File: config.mk
export PLATFORM = sky130hd
export DESIGN_NAME = alu
export DESIGN_NICKNAME = d
export VERILOG_FILES = /design/src/rtl/alu.sv
export SDC_FILE = /design/constraint.sdc
export NUM_CORES = 1
export LEC_CHECK = 0
export CAP_MARGIN = 20
export CORE_UTILIZATION = 40
export DETAILED_ROUTE_END_ITERATION = 10
export GPL_ROUTABILITY_DRIVEN = 0
export MAX_ROUTING_LAYER = met4
export PLACE_DENSITY = 0.83
export SLEW_MARGIN = 25
export SYNTH_ARGS = -nofsm -noshare
export SYNTH_HDL_FRONTEND = slang
export SYNTH_SLANG_ARGS = --single-unit
File: constraint.sdc
create_clock -name clk -period 4.75 [get_ports clk]
set_clock_uncertainty 0.1 [all_clocks]
set_input_delay 0.7125 -clock clk [delete_from_list [all_inputs] [get_ports clk]]
set_output_delay 0.7125 -clock clk [all_outputs]
set_load 0.01 [all_outputs]
File: src/rtl/alu.sv
// ---------------------------------------------------------------------------
// alu
//
// 8-bit (parameterisable) arithmetic/logic unit for the Simple CPU datapath.
// Computes ADD or AND of the accumulator and the operand register as a
// purely combinational result, and keeps a small clocked status register
// (carry and zero) that the control unit samples for conditional operations.
//
// Ports
//   clk      in   system clock; flag register updates on the rising edge
//   rst_n    in   asynchronous active-low reset; clears the flag register only
//   flag_en  in   1 = capture cout/zero into C_flag/Z_flag at the next edge
//   ALUSEL   in   operation select: 0 = ADD, 1 = AND
//   AC       in   [N-1:0] accumulator operand
//   AR       in   [N-1:0] second operand
//   q        out  [N-1:0] combinational result
//   cout     out  combinational carry-out of ADD (0 for AND)
//   zero     out  combinational, 1 when q == 0
//   C_flag   out  registered carry flag
//   Z_flag   out  registered zero flag
// ---------------------------------------------------------------------------
module alu #(
  parameter int N = 8
) (
  input  logic         clk,
  input  logic         rst_n,
  input  logic         flag_en,
  input  logic         ALUSEL,
  input  logic [N-1:0] AC,
  input  logic [N-1:0] AR,
  output logic [N-1:0] q,
  output logic         cout,
  output logic         zero,
  output logic         C_flag,
  output logic         Z_flag
);

  logic [N:0] sum_p0;
  logic       c_flag_p1;
  logic       z_flag_p1;

  // Stage p0: combinational result and flags (zero latency)
  assign sum_p0 = {1'b0, AC} + {1'b0, AR};

  always_comb begin
    q    = '0;
    cout = 1'b0;
    if (ALUSEL) begin
      q    = AC & AR;
      cout = 1'b0;
    end else begin
      q    = sum_p0[N-1:0];
      cout = sum_p0[N];
    end
  end

  assign zero = (q == '0);

  // Stage p1: status register, captured only when flag_en is high
  always_ff @(posedge clk or negedge rst_n) begin
    if (!rst_n) begin
      c_flag_p1 <= 1'b0;
      z_flag_p1 <= 1'b0;
    end else if (flag_en) begin
      c_flag_p1 <= cout;
      z_flag_p1 <= zero;
    end
  end

  assign C_flag = c_flag_p1;
  assign Z_flag = z_flag_p1;

endmodule

==> insert_results.sql, run 1 <==
INSERT INTO impl_metrics (metric_group, metric, value, unit) VALUES
('min_path', 'hold_path_class', 'flop to flop', ''),
('cts', 'cts_inserted_buffers', '3', ''),
('cts', 'clock_latency', '220', 'ps'),
('layout', 'layout.cells.most_common', 'sky130_fd_sc_hd__clkdlybuf4s50_1', ''),
('floorplan', 'die_width', '39.7', 'um'),
('timing', 'max-slew-margin-rel', '52.3', '%'),
('synth', 'synth_seq_cells', '2', ''),
('power_and_ir_drop', 'power_density', '182', 'mW/mm^2'),
('global_routing', 'grt_pass1_wl', '2230', 'um'),
('global_routing', 'first_global_vias', '574', ''),
('setup_path', 'cp_slowest_cell', 'sky130_fd_sc_hd__clkdlybuf4s50_1', ''),
('synth', 'synth_cells', '70', ''),
('timing', 'minimum_clock_period', '4290', 'ps'),
('setup_path', 'worstPathArrival', '3480', 'ps'),
('timing', 'setup_tns', '0', 'ps'),
('floorplan', 'die_h', '39.7', 'um'),
('cts', 'cts_tree', 'yes', ''),
('timing', 'final.period_utilization', '90.4', '%'),
('layout', 'finish.utilization', '68.7', '%'),
('drt', 'detail-route-antenna-nets', '0', ''),
('drt', 'detail_route.vias_per_cell', '5.60', ''),
('drt', 'routed_wl', '1530', 'um'),
('timing', 'finalHoldViolations', '0', ''),
('timing', 'hold_ws', '410', 'ps'),
('global_routing', 'grt_start_max_net_pins', '24', ''),
('power_and_ir_drop', 'ir_worst_vdd', '0.0000886', 'V'),
('setup_path', 'critPathKind', 'primary input to primary output', ''),
('place', 'dp_hpwl', '1230', 'um'),
('global_routing', 'groute.usage.overall', '21.7', '%'),
('cts', 'clock_sink_count', '2', ''),
('power_and_ir_drop', 'total_switching_power', '0.0605', 'mW'),
('drt', 'vias', '655', ''),
('floorplan', 'initial_core_util', '43.2', '%'),
('synth', 'synth_nets', '99', ''),
('drt', 'drc', '0', ''),
('power_and_ir_drop', 'register_share_of_total_power', '11.5', '%'),
('timing', 'achievable-frequency', '233', 'MHz'),
('global_routing', 'antenna_found_initial', '0', ''),
('cts', 'cts-resized-gates', '0', ''),
('power_and_ir_drop', 'switching_fraction_of_total_power', '36.7', '%'),
('layout', 'final_layout_size_suffix_gt1_share', '9.80', '%'),
('layout', 'layout.cells.most_common_list', 'sky130_fd_sc_hd__clkdlybuf4s50_1 (31), sky130_fd_sc_hd__ha_1 (8), sky130_fd_sc_hd__nand2_1 (6)', ''),
('drt', 'drtIter0Drc', '16', ''),
('place', 'numPlacedInstances', '114', ''),
('floorplan', 'coreArea', '0.00132', 'sq mm'),
('outcome', 'outcome', 'finished clean', ''),
('cts', 'root_buffer', 'sky130_fd_sc_hd__clkbuf_4', ''),
('drt', 'routedWlPerCell', '13.0', 'um'),
('floorplan', 'boundaryPins', '32', ''),
('synth', 'netlist-cell-type-count', '35', ''),
('synth', 'post_synth_instance_area', '569', 'sq um'),
('power_and_ir_drop', 'power.share.clock', '22.7', '%'),
('synth', 'yosysWarningCount', '0', ''),
('setup_path', 'crit_path_end_kind', 'primary output', ''),
('timing', 'tightestPinTransition', '713', 'ps'),
('global_routing', 'global_route.overflow_total', '0', ''),
('timing', 'slew_violations', '0', ''),
('layout', 'area_growth_syn_to_layout', '58.9', '%'),
('setup_path', 'cp_data_required_time', '3940', 'ps'),
('setup_path', 'critical_path.max_stage_delay', '580', 'ps'),
('synth', 'synth.avg_cell_area', '8.13', 'sq um'),
('cts', 'number_of_buffers_between_clock_root_and_the_deepest_sink', '2', ''),
('power_and_ir_drop', 'cellInternalPower', '0.104', 'mW'),
('drt', 'drtPass1Iterations', '6', ''),
('cts', 'number_of_levels_the_h_tree_was_split_into', '1', ''),
('cts', 'clk_transition_reported_paths', '30', 'ps'),
('setup_path', 'critPathLaunchType', 'primary input', ''),
('layout', 'final_nets', '133', ''),
('place', 'portBuffers', '31', ''),
('floorplan', 'design.die.area', '0.00158', 'sq mm'),
('power_and_ir_drop', 'finalPower', '0.165', 'mW');
-- flip-flops by register name, indices dropped and copies added, names as in the netlist --
register,count
Z_flag,1
C_flag,1
-- path summary, 6_finish.rpt --
kind	from	end	slack, ps	depth (start not counted)
max reg2reg	C_flag$_DFFE_PN0P_	C_flag$_DFFE_PN0P_	3990	2
max in group asynchronous	rst_n	C_flag$_DFFE_PN0P_	3870	1
min in group asynchronous	rst_n	Z_flag$_DFFE_PN0P_	550	1
max	AC[0]	zero	460	9
min reg2reg	C_flag$_DFFE_PN0P_	C_flag$_DFFE_PN0P_	410	2
min	C_flag$_DFFE_PN0P_	C_flag$_DFFE_PN0P_	410	2
-- final cells by class --
| cell class | instances | area, sq um |
|---|---|---|
| clock buffers | 3 | 22.5 |
| inverters | 5 | 18.8 |
| flip-flops and latches | 2 | 50.0 |
| fillers | 124 | 413 |
| repair buffers | 31 | 310 |
| multi-input cells | 61 | 484 |
| well taps | 15 | 18.8 |
-- cells in the mapped netlist (all sizes together) --
cell	n	area share [%]
ha	8	18
nand2	6	4.0
a21oi	5	4.4
inv	5	3.3
nor2	5	3.3
o21ai	5	4.4
nand3	3	3.5
xnor2	3	4.6
a211oi	2	3.5
a21o	2	2.6
buf	2	2.9
dfrtp	2	8.8
mux2	2	4.0
nor3	2	1.8
o31ai	2	3.5
a2111o	1	2.0
a211o	1	1.5
a2bb2oi	1	1.5
a31oi	1	1.1
and4	1	1.5
fa	1	3.5
nor2b	1	1.1
nor4	1	1.1
nor4b	1	1.5
o2111ai	1	2.6
o211a	1	1.8
o211ai	1	1.3
o21bai	1	1.3
o221ai	1	1.5
o32ai	1	2.9
xor2	1	1.5
-- power by group through the flow --
| stage | Sequential [mW] | Combinational [mW] | Clock [mW] |
|---|---|---|---|
| floorplan | 0.0195 | 0.0598 | 0 |
| global placement | 0.0190 | 0.106 | 0 |
| detailed placement | 0.0192 | 0.107 | 0 |
| CTS | 0.0190 | 0.108 | 0.0394 |
| global route | 0.0191 | 0.118 | 0.0399 |
| finish | 0.0190 | 0.108 | 0.0375 |
-- kinds of logic after synthesis --
family	Yosys count	synth area share [%]
DFF	2	8.79
and+or+nand+nor	20	17.8
AOI/OAI and AO/OA	26	36.0
buffers and inverters	7	6.15
muxes	2	3.96
xor gates and xnor gates	4	6.15
adders and majority gates	9	21.1
-- per-layer routing --
| metal | GRT usage [%] | vias to the layer above | share of wire, % |
|---|---|---|---|
| li1 | - | 332 | - |
| met1 | 24.2 | 302 | 47 |
| met2 | 38.1 | 21 | 50 |
| met3 | 0 | 0 | 3.6 |
| met4 | 13.8 | 0 | 0 |
| met5 | - | - | 0 |
-- stage by stage --
step                instance area, sq um  worst slack, ps
finish                               905              456
global route                         905              307
CTS                                  905              465
detailed placement                   882              465
global placement                     882              464
floorplan                            569             1370
-- critical path: cells and delay by family --
family / cells / cell delay (ps)
adders and majority gates: 2 / 660
AOI/OAI and AO/OA: 3 / 620
and+or+nand+nor: 1 / 290
buffers and inverters: 2 / 980
xor gates and xnor gates: 1 / 200
No activity file was read; power rests on OpenSTA's default activity.
==> run 2, diff against run 1 <==
Settings changed: CAP_MARGIN 20 to 5.
==> results of run 2 <==
Same layout as run 1: the final DEF is identical, and so are final timing and power.
==> run 3, diff against run 2 <==
Settings changed: CORE_UTILIZATION 40 to 37, PLACE_DENSITY 0.83 to 0.78.
Clock period 4.75 ns to 4.5 ns, I/O delays scaled along.
==> run 3 against run 2 <==
Global-route usage down 0.44 points. Setup slack worse by 250 ps. Routed wire length rose by 3.2%. Die area increased by 7.7%. Critical path depth unchanged. Critical path type unchanged. Largest power group unchanged.
==> insert_results.sql, run 3 (synthesis results as in run 1) <==
INSERT INTO impl_metrics (metric_group, metric, value, unit) VALUES
('layout', 'antenna_diode_count', '0', ''),
('place', 'dp_hpwl', '1280', 'um'),
('timing', 'finalHoldViolations', '0', ''),
('cts', 'cts_tree', 'yes', ''),
('cts', 'number_of_buffers_between_clock_root_and_the_deepest_sink', '2', ''),
('cts', 'holdBufCountCts', '0', ''),
('power_and_ir_drop', 'power_leakage', '0.382', 'nW'),
('global_routing', 'grt_start_max_net_pins', '19', ''),
('floorplan', 'boundaryPins', '32', ''),
('setup_path', 'worst_path_most_repeated_cell', 'sky130_fd_sc_hd__clkdlybuf4s50_1', ''),
('setup_path', 'ff2ff_setup_slack', '3740', 'ps'),
('min_path', 'hold_start', 'C_flag$_DFFE_PN0P_', ''),
('setup_path', 'critical_path.reg2reg.startpoint', 'Z_flag$_DFFE_PN0P_', ''),
('floorplan', 'die_width', '41.2', 'um'),
('timing', 'max-slew-margin-rel', '62.7', '%'),
('setup_path', 'worstPathArrival', '3520', 'ps'),
('global_routing', 'first_global_vias', '594', ''),
('layout', 'final_layout_size_suffix_gt1_share', '11.7', '%'),
('setup_path', 'critical_path.max_stage_delay', '600', 'ps'),
('layout', 'final_nets', '134', ''),
('drt', 'routedWlPerCell', '13.3', 'um'),
('outcome', 'outcome', 'finished clean', ''),
('global_routing', 'groute.usage.overall', '21.3', '%'),
('timing', 'setup_tns', '0', 'ps'),
('cts', 'clk_transition_reported_paths', '30', 'ps'),
('min_path', 'hold_path_class', 'flop to flop', ''),
('setup_path', 'crit_family', 'buffers and inverters', ''),
('global_routing', 'antenna_found_initial', '0', ''),
('timing', 'minimum_clock_period', '4300', 'ps'),
('drt', 'vias', '660', ''),
('timing', 'achievable-frequency', '233', 'MHz'),
('cts', 'cts-resized-gates', '0', ''),
('floorplan', 'initial_core_util', '41.7', '%'),
('drt', 'routed_wl', '1580', 'um'),
('cts', 'cts_inserted_buffers', '3', ''),
('setup_path', 'cp_cell_sequence', 'clkdlybuf4s50_1 > ha_1 > fa_1 > a211o_1 > a2111o_1 > nand3_2 > o211ai_1 > nor4_2 > clkdlybuf4s50_1', ''),
('layout', 'layout.cells.most_common', 'sky130_fd_sc_hd__clkdlybuf4s50_1', ''),
('drt', 'drtPass1Iterations', '4', ''),
('timing', 'unrepaired_setup_endpoints_after_global_routing', 'false', ''),
('setup_path', 'crit_path_end_kind', 'primary output', ''),
('place', 'numPlacedInstances', '115', ''),
('power_and_ir_drop', 'finalPower', '0.177', 'mW'),
('timing', 'final-setup-viol-count', '0', ''),
('timing', 'slew_violations', '0', ''),
('layout', 'final_cell_count_no_fill', '118', ''),
('floorplan', 'floorplan.rows', '13', ''),
('cts', 'number_of_levels_the_h_tree_was_split_into', '1', ''),
('setup_path', 'reg2reg_depth', '2', ''),
('setup_path', 'critPathBufInv', '2', ''),
('cts', 'root_buffer', 'sky130_fd_sc_hd__clkbuf_4', ''),
('drt', 'drc', '0', ''),
('layout', 'finish.utilization', '67.2', '%'),
('floorplan', 'design.die.area', '0.00170', 'sq mm'),
('drt', 'drtIter0Drc', '12', ''),
('timing', 'tightestPinTransition', '558', 'ps'),
('global_routing', 'global_route.overflow_total', '0', ''),
('cts', 'post_cts.repair.setup_buffers', '0', ''),
('setup_path', 'regToRegEndpoint', 'Z_flag$_DFFE_PN0P_', ''),
('setup_path', 'cp_data_required_time', '3720', 'ps'),
('setup_path', 'cp_slowest_cell', 'sky130_fd_sc_hd__clkdlybuf4s50_1', ''),
('drt', 'detail_route.vias_per_cell', '5.59', ''),
('global_routing', 'grt_pass1_wl', '2370', 'um'),
('place', 'portBuffers', '31', ''),
('layout', 'layout.cells.most_common_list', 'sky130_fd_sc_hd__clkdlybuf4s50_1 (31), sky130_fd_sc_hd__ha_1 (8), sky130_fd_sc_hd__nand2_1 (6)', ''),
('power_and_ir_drop', 'ir_worst_vdd', '0.0000878', 'V'),
('timing', 'final.period_utilization', '95.5', '%'),
('floorplan', 'die_h', '41.2', 'um'),
('setup_path', 'critPathLaunchType', 'primary input', ''),
('min_path', 'worstHoldEndpoint', 'C_flag$_DFFE_PN0P_', ''),
('cts', 'clock_latency', '220', 'ps'),
('power_and_ir_drop', 'power_density', '192', 'mW/mm^2'),
('layout', 'area_growth_syn_to_layout', '61.3', '%'),
('drt', 'detail-route-antenna-nets', '0', ''),
('floorplan', 'coreArea', '0.00137', 'sq mm'),
('flow_run', 'timing.max_cap.violations', '0', ''),
('setup_path', 'critPathKind', 'primary input to primary output', ''),
('min_path', 'min_delay_path_depth', '2', ''),
('cts', 'clock_sink_count', '2', ''),
('setup_path', 'critical_path_peak_fanout', '4', '');
-- run 3: cell count changes in the layout (fill, tap and decap cells not counted) --
cell                     delta
sky130_fd_sc_hd__buf_4      +1
sky130_fd_sc_hd__nor4_1     -1
sky130_fd_sc_hd__nor4_2     +1
-- run 3: through the flow --
stage / cell area (sq um) / hold WS [ps] / setup slack [ps]
after global placement: 890 / 361 / 286
after global routing: 918 / 410 / 24.2
after detailed placement: 890 / 366 / 125
final: 918 / 390 / 202
after floorplan: 569 / 279 / 1200
after CTS: 912 / 373 / 121
-- run 3: where the power goes --
part | internal (mW) | switching [mW]
combinational | 0.0621 | 0.0546
clock | 0.0295 | 0.0105
sequential | 0.0193 | 0.000542
-- run 3: worst reg2reg max path: stages, from the launching register on --
cell and delay [ps]:
sky130_fd_sc_hd__dfrtp_1 370, sky130_fd_sc_hd__inv_1 80, sky130_fd_sc_hd__o32ai_2 80
-- run 3: routing by layer --
layer,global-route usage [%],vias to the layer above,share of wire [%]
li1,-,336,-
met1,27.0,303,46
met2,35.2,21,49
met3,0,0,4.1
met4,9.68,0,0
met5,-,-,0
-- run 3: worst max-delay path by stage --
| stage | start | end | cells after the start |
|---|---|---|---|
| floorplan | AC[0] | zero | 7 |
| global placement | AC[0] | zero | 9 |
| detailed placement | AC[0] | zero | 9 |
| CTS | AC[0] | zero | 9 |
| global route | AC[0] | zero | 9 |
| finish | AC[0] | zero | 9 |
-- run 3: layout make-up --
| cell class | count | area [sq um] |
|---|---|---|
| clock buffer | 3 | 22.5 |
| sequential | 2 | 50.0 |
| timing repair buffer | 32 | 318 |
| tap | 15 | 18.8 |
| multi-input combinational | 61 | 490 |
| inverter | 5 | 18.8 |
| fill | 122 | 448 |
==> RTL change, RTL diff (config.mk and constraints of run 3) <==
Set the parameter `N` to 4 (it was 8).
--- a/src/rtl/alu.sv
+++ b/src/rtl/alu.sv
@@ -20,7 +20,7 @@
 //   Z_flag   out  registered zero flag
 // ---------------------------------------------------------------------------
 module alu #(
-  parameter int N = 8
+  parameter int N = 4
 ) (
   input  logic         clk,
   input  logic         rst_n,
Interface: changed (resized AC, AR and q); port bits go from 32 to 20. No check against the original RTL was run, so the function may have changed too.
==> RTL change against run 3 <==
The flow now stops in power grid generation (2_4_floorplan_pdn); area after synthesis is 43% lower.
==> RTL change: results (changes against run 3) <==
- Synth top cells by count: inv_1 (5), ha_1 (4) (was ha_1 (8), nand2_1 (6))
- Die X: 31.5 microns (was 41.2 microns)
- Synthesized flop and latch total: 2 (unchanged)
- Ys Warns: 0 (unchanged)
- Synth cell types: 20 (was 35)
- Avg Cell Area, Syn: 9.49 sq um (was 8.13 sq um)
- Area share of fa/ha/maj cells after synthesis: 0.217 (was 0.211)
- Complex-gate fraction of the synthesized area: 0.109 (was 0.360)
- Top post-synthesis cells by area: dfrtp_1 (16%), ha_1 (16%), nor3b_2 (7.8%), mux2_2 (7.0%), fa_1 (6.2%) (was ha_1 (18%), dfrtp_1 (8.8%), xnor2_1 (4.6%), a21oi_1 (4.4%), o21ai_0 (4.4%))
- Stage reached: power grid generation (2_4_floorplan_pdn)
- Seq/Total Area, Yosys: 0.155 (was 0.0879)
- Synthesized Nets: 51 (was 99)
- Synth Area in XOR/XNOR: 0.0271 (was 0.0615)
- Status: did not finish (was finished clean)
- Post-synthesis mux area share: 0.178 (was 0.0396)
- Async SR Flop Fraction: 1.00 (unchanged)
- Main synth FF type: dfrtp_1 (unchanged)
- Tool error: [ERROR PDN-0185] Insufficient width (27.20 um) to add straps on layer met5 in grid "grid" with total strap width 15.2 um and offset 13.6 um.
RTL change: cell families after synthesis:
| kind of cell | Yosys count |
|---|---|
| simple gates | 9 |
| mux | 5 |
| fa+ha+maj | 5 |
| buf+inv | 6 |
| compound gates | 6 |
| xor+xnor | 1 |
| flops | 2 |
